`src/rtl/fft32_stage2.sv`:
```
// fft32_stage2 -- second R2SDF DIF stage of the 32-point streaming FFT.
//
// Butterflies with span 8. The difference branch is multiplied by W16^k on
// its way out of the delay line. Results go out through a registered output.
//
// Ports:
//   clk         rising-edge clock for all logic
//   rst_n       synchronous reset, ACTIVE HIGH (the name is historical)
//   valid_i     input sample valid; the block advances only on valid_i=1
//   data_in_r   real part of input sample (signed WIDTH)
//   data_in_i   imaginary part of input sample (signed WIDTH)
//   valid_o     output sample valid, one cycle after the accepted input
//   data_out_r  real part of output sample (signed WIDTH)
//   data_out_i  imaginary part of output sample (signed WIDTH)
//
// Handshake: there is no backpressure. A sample is accepted on every rising
// edge where valid_i=1. valid_o=1 marks a new output sample for exactly one
// cycle. data_out_* hold their last value while valid_o=0.
module fft32_stage2 #(
  parameter int WIDTH   = 16,
  parameter int TW_FRAC = 8
) (
  input  logic                    clk,
  input  logic                    rst_n,
  input  logic                    valid_i,
  input  logic signed [WIDTH-1:0] data_in_r,
  input  logic signed [WIDTH-1:0] data_in_i,
  output logic                    valid_o,
  output logic signed [WIDTH-1:0] data_out_r,
  output logic signed [WIDTH-1:0] data_out_i
);

  localparam int TW_W   = TW_FRAC + 2;
  localparam int PROD_W = WIDTH + TW_W;
  localparam int SUM_W  = PROD_W + 1;
  localparam logic signed [SUM_W-1:0] RND = SUM_W'(1) <<< (TW_FRAC - 1);

  logic [4:0]              cnt;
  logic                    primed;
  logic signed [WIDTH-1:0] dl_r [8];  // index 0 is the head (oldest entry)
  logic signed [WIDTH-1:0] dl_i [8];

  logic                    phase_b;
  logic [2:0]              k;
  logic signed [TW_W-1:0]  wr, wi;
  logic signed [SUM_W-1:0] hr_x, hi_x, wr_x, wi_x;
  logic signed [SUM_W-1:0] mul_r, mul_i;
  logic signed [WIDTH-1:0] tw_r, tw_i;
  logic signed [WIDTH-1:0] sum_r, sum_i, diff_r, diff_i;
  logic signed [WIDTH-1:0] cand_r, cand_i, push_r, push_i;

  assign phase_b = cnt[3];
  assign k       = cnt[2:0];

  // W16^k = cos - j sin, scaled by 2^TW_FRAC.
  always_comb begin
    wr = '0;
    wi = '0;
    case (k)
      3'd0: begin wr = TW_W'(256);  wi = TW_W'(0);    end
      3'd1: begin wr = TW_W'(237);  wi = TW_W'(-98);  end
      3'd2: begin wr = TW_W'(181);  wi = TW_W'(-181); end
      3'd3: begin wr = TW_W'(98);   wi = TW_W'(-237); end
      3'd4: begin wr = TW_W'(0);    wi = TW_W'(-256); end
      3'd5: begin wr = TW_W'(-98);  wi = TW_W'(-237); end
      3'd6: begin wr = TW_W'(-181); wi = TW_W'(-181); end
      3'd7: begin wr = TW_W'(-237); wi = TW_W'(-98);  end
      default: begin wr = '0; wi = '0; end
    endcase
  end

  // The operands are sign-extended to SUM_W, so the products and their sum
  // are exact. Rounding is half-up, then an arithmetic shift. The result is
  // truncated to WIDTH bits, which wraps it around.
  always_comb begin
    hr_x   = SUM_W'(dl_r[0]);
    hi_x   = SUM_W'(dl_i[0]);
    wr_x   = SUM_W'(wr);
    wi_x   = SUM_W'(wi);
    mul_r  = hr_x * wr_x - hi_x * wi_x;
    mul_i  = hr_x * wi_x + hi_x * wr_x;
    tw_r   = WIDTH'((mul_r + RND) >>> TW_FRAC);
    tw_i   = WIDTH'((mul_i + RND) >>> TW_FRAC);
    sum_r  = dl_r[0] + data_in_r;
    sum_i  = dl_i[0] + data_in_i;
    diff_r = dl_r[0] - data_in_r;
    diff_i = dl_i[0] - data_in_i;
  end

  // Phase A forwards the input into the delay line and emits the rotated
  // difference of the previous half-block. Phase B emits the sum and stores
  // the difference.
  always_comb begin
    cand_r = phase_b ? sum_r  : tw_r;
    cand_i = phase_b ? sum_i  : tw_i;
    push_r = phase_b ? diff_r : data_in_r;
    push_i = phase_b ? diff_i : data_in_i;
  end

  always_ff @(posedge clk) begin
    if (rst_n) begin
      cnt        <= '0;
      primed     <= 1'b0;
      valid_o    <= 1'b0;
      data_out_r <= '0;
      data_out_i <= '0;
      for (int i = 0; i < 8; i++) begin
        dl_r[i] <= '0;
        dl_i[i] <= '0;
      end
    end else begin
      if (valid_i) begin
        cnt <= cnt + 5'd1;
        if (cnt == 5'd8) primed <= 1'b1;
        for (int i = 0; i < 7; i++) begin
          dl_r[i] <= dl_r[i+1];
          dl_i[i] <= dl_i[i+1];
        end
        dl_r[7] <= push_r;
        dl_i[7] <= push_i;
      end
      // Before the first phase B, the delay line holds no differences yet,
      // so phase-A outputs are suppressed.
      if (valid_i && (primed || phase_b)) begin
        valid_o    <= 1'b1;
        data_out_r <= cand_r;
        data_out_i <= cand_i;
      end else begin
        valid_o <= 1'b0;
      end
    end
  end

endmodule

```
`config.mk`:
```
export PLATFORM = sky130hd
export DESIGN_NAME = fft32_stage2
export DESIGN_NICKNAME = d
export VERILOG_FILES = /design/src/rtl/fft32_stage2.sv
export SDC_FILE = /design/constraint.sdc
export NUM_CORES = 2
export LEC_CHECK = 0
export CAP_MARGIN = 25
export CORE_MARGIN = 8
export CORE_UTILIZATION = 35
export DETAILED_ROUTE_END_ITERATION = 12
export GPL_TIMING_DRIVEN = 1
export SKIP_CTS_REPAIR_TIMING = 1
export SLEW_MARGIN = 30
export SYNTH_ARGS = -nofsm -noshare
export SYNTH_HDL_FRONTEND = slang
export SYNTH_SLANG_ARGS = --single-unit
export TNS_END_PERCENT = 100
```
`constraint.sdc`:
```
create_clock -name clk -period 7 [get_ports clk]
set_input_delay 1.4 -clock clk [delete_from_list [all_inputs] [get_ports clk]]
set_output_delay 1.4 -clock clk [all_outputs]
set_load 0.01 [all_outputs]
```
Yosys cells after proc, flatten, opt, wreduce, memory -nomap -nowiden
Memories as Yosys holds them, arrays and structs flattened. A register that Yosys moved wholly into a read port is not among the register bits.
Index checks and enable logic that the tools add are counted.
{"block": "totals", "elab_cells": 69, "mem_bits_ro": 152, "memories": 3, "ramBits": 256, "inputBits": 35, "ff_bits": 39}
{"memory": "(name not given)", "words": 8, "width": 19, "rd": 1, "rd_clocked_by_memory_dff": 1, "wr": 0, "line_no": "59", "text": "case (k)"}
{"memory": "dl_i", "words": 8, "width": 16, "rd": 8, "rd_clocked_by_memory_dff": 0, "wr": 8, "line_no": "41", "text": "logic signed [WIDTH-1:0] dl_i [8];"}
{"memory": "dl_r", "words": 8, "width": 16, "rd": 8, "rd_clocked_by_memory_dff": 0, "wr": 8, "line_no": "40", "text": "logic signed [WIDTH-1:0] dl_r [8];"}
{"block": "classes", "mul": 4, "bitwise_logic": 16, "n_eq_ne": 1, "n_addsub": 9, "reduce_logical": 3, "mux": 28}
{"cell": "16-bit two-way mux", "count": 20}
{"cell": "16-bit by 10-bit multiplier with 24-bit output", "count": 4}
{"cell": "24-bit by 9-bit adder with 24-bit output (second input constant)", "count": 2}
{"cell": "16-bit adder", "count": 2}
{"cell": "16-bit subtractor", "count": 2}
{"cell": "24-bit adder", "count": 1}
{"cell": "24-bit subtractor", "count": 1}
{"cell": "1-bit OR", "count": 16}
{"cell": "1-bit two-way mux", "count": 6}
{"cell": "3-bit two-way mux", "count": 2}
{"cell": "5-bit by 1-bit adder with 5-bit output (second input constant)", "count": 1}
{"cell": "5-bit by 4-bit == test with 1-bit output (second input constant)", "count": 1}
{"cell": "2-bit AND reduction", "count": 1}
{"cell": "1-bit logical AND", "count": 1}
{"cell": "1-bit logical OR", "count": 1}

Depth between registers and ports, before layout
An unclocked memory read counts as a cell.
{"block": "depth", "word_depth": 5, "mapped_depth": 25, "mapped_depth_nobuf": 24}

Worst setup path before layout
Ideal clock, no wire load.
{"block": "synth_timing", "path_type": "flip-flop to flip-flop", "start": "mem dl_r[0][1]", "end": "reg data_out_r[14]", "required_time_ns": 6.897, "stages_incl_launch_ff": 26, "t_arrival_ns": 6.475, "path_slack_ns": 0.422, "path_buffers": 1, "setup_ns": 0.103, "path_cell_list": "edfxtp_1 > clkbuf_1 > nand2_1 > fa_1 > inv_1 > fa_1 > inv_1 > fa_1 > inv_1 > fa_1 > inv_1 > fa_1 > inv_1 > fa_1 > inv_1 > fa_1 > inv_1 > ha_1 > a21oi_1 > nor2b_1 > a211oi_2 > a211oi_2 > nand2b_1 > a211oi_2 > xor2_1 > a2111oi_2"}
{"item": "start, declared", "line_no": "40"}
{"item": "end signal, assigned", "line_no": "126", "text": "data_out_r <= cand_r;"}
{"item": "end, declared", "line_no": "29", "text": "output logic signed [WIDTH-1:0] data_out_r,"}

Final worst setup path
{"block": "layout_timing", "start": "reg, netlist name wr[9]", "end": "reg data_out_r[11]"}
{"block": "layout_via", "elab_chain_len": 4}
{"item": "16-bit by 10-bit multiplier with 24-bit output", "line_no": "80", "text": "mul_r = hr_x * wr_x - hi_x * wi_x;"}
{"item": "24-bit subtractor", "line_no": "80"}
{"item": "24-bit by 9-bit adder with 24-bit output", "line_no": "82", "text": "tw_r = WIDTH'((mul_r + RND) >>> TW_FRAC);"}
{"item": "16-bit two-way mux", "line_no": "94", "text": "cand_r = phase_b ? sum_r : tw_r;"}
No other way between the ends.
A chain may end at the register's enable or synchronous reset.

==> reports/metrics.cfg <==
[drt]
post_drt_wl_per_cell_um=18.9
drc=0
routed.top_layer=met4
route.met3.wl_mm=5.37
wl_met2_mm=45.4
drt_iter0_markers=1547
viasPerCell=4.68
num_vias=23500
ant_nets=0
dr.pass1.iters=7
wl_met1_mm=41.8
totalWireLength_mm=94.9

[power_and_ir_drop]
power_mw=18.1
p_leak_nw=18.8
peakVddDrop_mv=1.32
power.density_nw_per_um2=451

[timing]
fin_crit_sh_pct=96.5
hold_violations=0
slew_viol_final=0
setup_viol=0
fin_setup_tns_ps=0
slew_headroom_pct=44.3
fin_skew_ps=25.4
fmax_mhz=148
worstMarginPinSlew_ps=835
min_period_ps=6750

[worst_setup_path]
cp.arrival_ps=7200
worstSetupPathType=reg -> reg
crit_path_end_kind=flip-flop
crit_top_cell=fa_1
path_max_fanout=14
max_stage_delay_ps=580
slowest_stage=fa_1
worstPathRequired_ps=7450
crit_chain=buf_12, nand2b_1, fa_1, inv_1, fa_1, inv_1, fa_1, inv_1, fa_1, fa_1, fa_1, inv_1, fa_1, inv_1, ha_1, nand2_1, o21ai_0, nor2_1, a211oi_2, nand2b_1, buf_4, a21oi_1, xor2_1, a2111oi_0
worstSetupStartpointType=flip-flop

[clock_network]
clk_pin_slew_worst_paths_ps=60
cts_root_buffer=clkbuf_16
cts_tree=built
clockBufferDepth=3
cts_sinks=310
clock_latency_ps=580
cts_made_buffers=38
htree_levels=2

[floorplanning]
core_um2=101000
std_cell_rows=117
dieWidth_um=335
io_pins=68
dieHeight_um=335
dieArea_um2=112000
initial_utilization_pct=35.2

[place]
port_buffers=67
place_inst=4936
globalplace.congestion=0.921
hpwl_mm=75.4

[global_routing]
grt_pass1_wl_mm=149
antenna_found_initial=0
globalRouteOverflowTotal=0
grtUsageTotal_pct=17.2
grt_pass1_vias=24800
grt_max_degree=193

[outcome]
status=finished, final reports clean

[synthesis]
async_flop_share_pct=0
synth_cell_types=70
ys_ff_latch=310
seq_area_frac_synth_pct=24.6
postSynthAreaPerCell_um2=10.2
syn_inst=3503
synth_ff_type=edfxtp_1
syn_area_um2=35700
synth_area_leaders=fa_1, edfxtp_1, ha_1
synth_edf_count=256
synth_area_leader_cell=fa_1
synth_nets=4380
synth_top_area_share_pct=31.9
yosysWarnings=0

[layout]
final_cell_mix=inv_1, fa_1, and2_1, ha_1, edfxtp_1
final_common_cell=inv_1
final_cells=5015
area_growth_pct=12.5
num-nets-final=4496
antenna_cells=0
drive_above_1_share_pct=7.02

[min_path]
hp-class=reg -> reg

[flow_run]
cap_violations=0

-- critical path, delay by kind of cell, from the launching register on --
kind | cells | cell delay [ps]
flops | 1 | 500
buf+inv | 7 | 620
fa+ha+maj | 8 | 3800
xor+xnor | 1 | 140
compound gates | 4 | 1050
simple gates | 4 | 530
-- sequential cells by signal, indices dropped and copies added, names as in the netlist --
signal      cells
cnt             5
primed          1
dl_r          128
data_out_i     16
dl_i          128
wr              8
data_out_r     16
wi              7
valid_o         1
-- kinds of logic after synthesis --
logic type	synth area share, %
simple gates	15.2
buf+inv	9.83
fa+ha+maj	41.5
flops	24.6
compound gates	4.73
xor+xnor	3.13
mux	0.996
-- routing by layer --
metal / vias to the layer above / GRT usage, %
met2: 558 / 28.6
met3: 121 / 2.79
met5: - / 0
met1: 11900 / 23.4
met4: 0 / 3.93
li1: 10900 / -
-- stage by stage --
| step | worst slack (ps) | instance area [um2] | utilization [%] | hold WS [ps] |
|---|---|---|---|---|
| 2_1_floorplan | 422 | 35700 | - | 460 |
| 3_3_place_gp | 271 | 38800 | 38.2 | 446 |
| 3_5_place_dp | 207 | 38800 | 38.2 | 453 |
| 4_1_cts | 191 | 40000 | 39.5 | 462 |
| 5_1_grt | -4.59 | 40100 | 39.6 | 483 |
| 6_report | 247 | 40100 | 39.6 | 457 |
-- power breakdown --
| part | total [mW] | internal (mW) | switching (mW) | leakage [nW] |
|---|---|---|---|---|
| combinational | 13.9 | 6.22 | 7.66 | 14.9 |
| clock | 2.01 | 1.13 | 0.878 | 0.612 |
| sequential | 2.20 | 2.12 | 0.0781 | 3.26 |
| total | 18.1 | 9.47 | 8.61 | 18.8 |
-- cell type report --
cell class | count | area, um2
clock buffer | 44 | 1000
clock inverter | 24 | 235
fill | 9966 | 61300
inverter | 779 | 2920
multi-input combinational | 2265 | 23400
sequential | 310 | 8780
tap | 1368 | 1710
timing repair buffer | 225 | 2070
-- synth_stat cells (all sizes together), types with 8 or more instances --
library cell and number:
a211oi 26, a21o 15, a21oi 72, and2 462
buf 17, clkbuf 132, dfxtp 54, edfxtp 256
fa 569, ha 273, inv 778, mux2i 31
nand2 233, nand2b 47, nand3 14, nor2 127
nor2b 63, nor3 33, o211ai 8, o21a 15
o21ai 44, o21bai 8, or3 9, xnor2 97
xor2 28
-- final timing paths --
path	from	end	slack, ps	cells after the start
max	wr[9]	data_out_r[11]	250	24
min	data_out_r[2]	data_out_r[2]	460	2
max reg2reg	wr[9]	data_out_r[11]	250	24
min reg2reg	data_out_r[2]	data_out_r[2]	460	2
No activity file was read; power rests on OpenSTA's default activity.
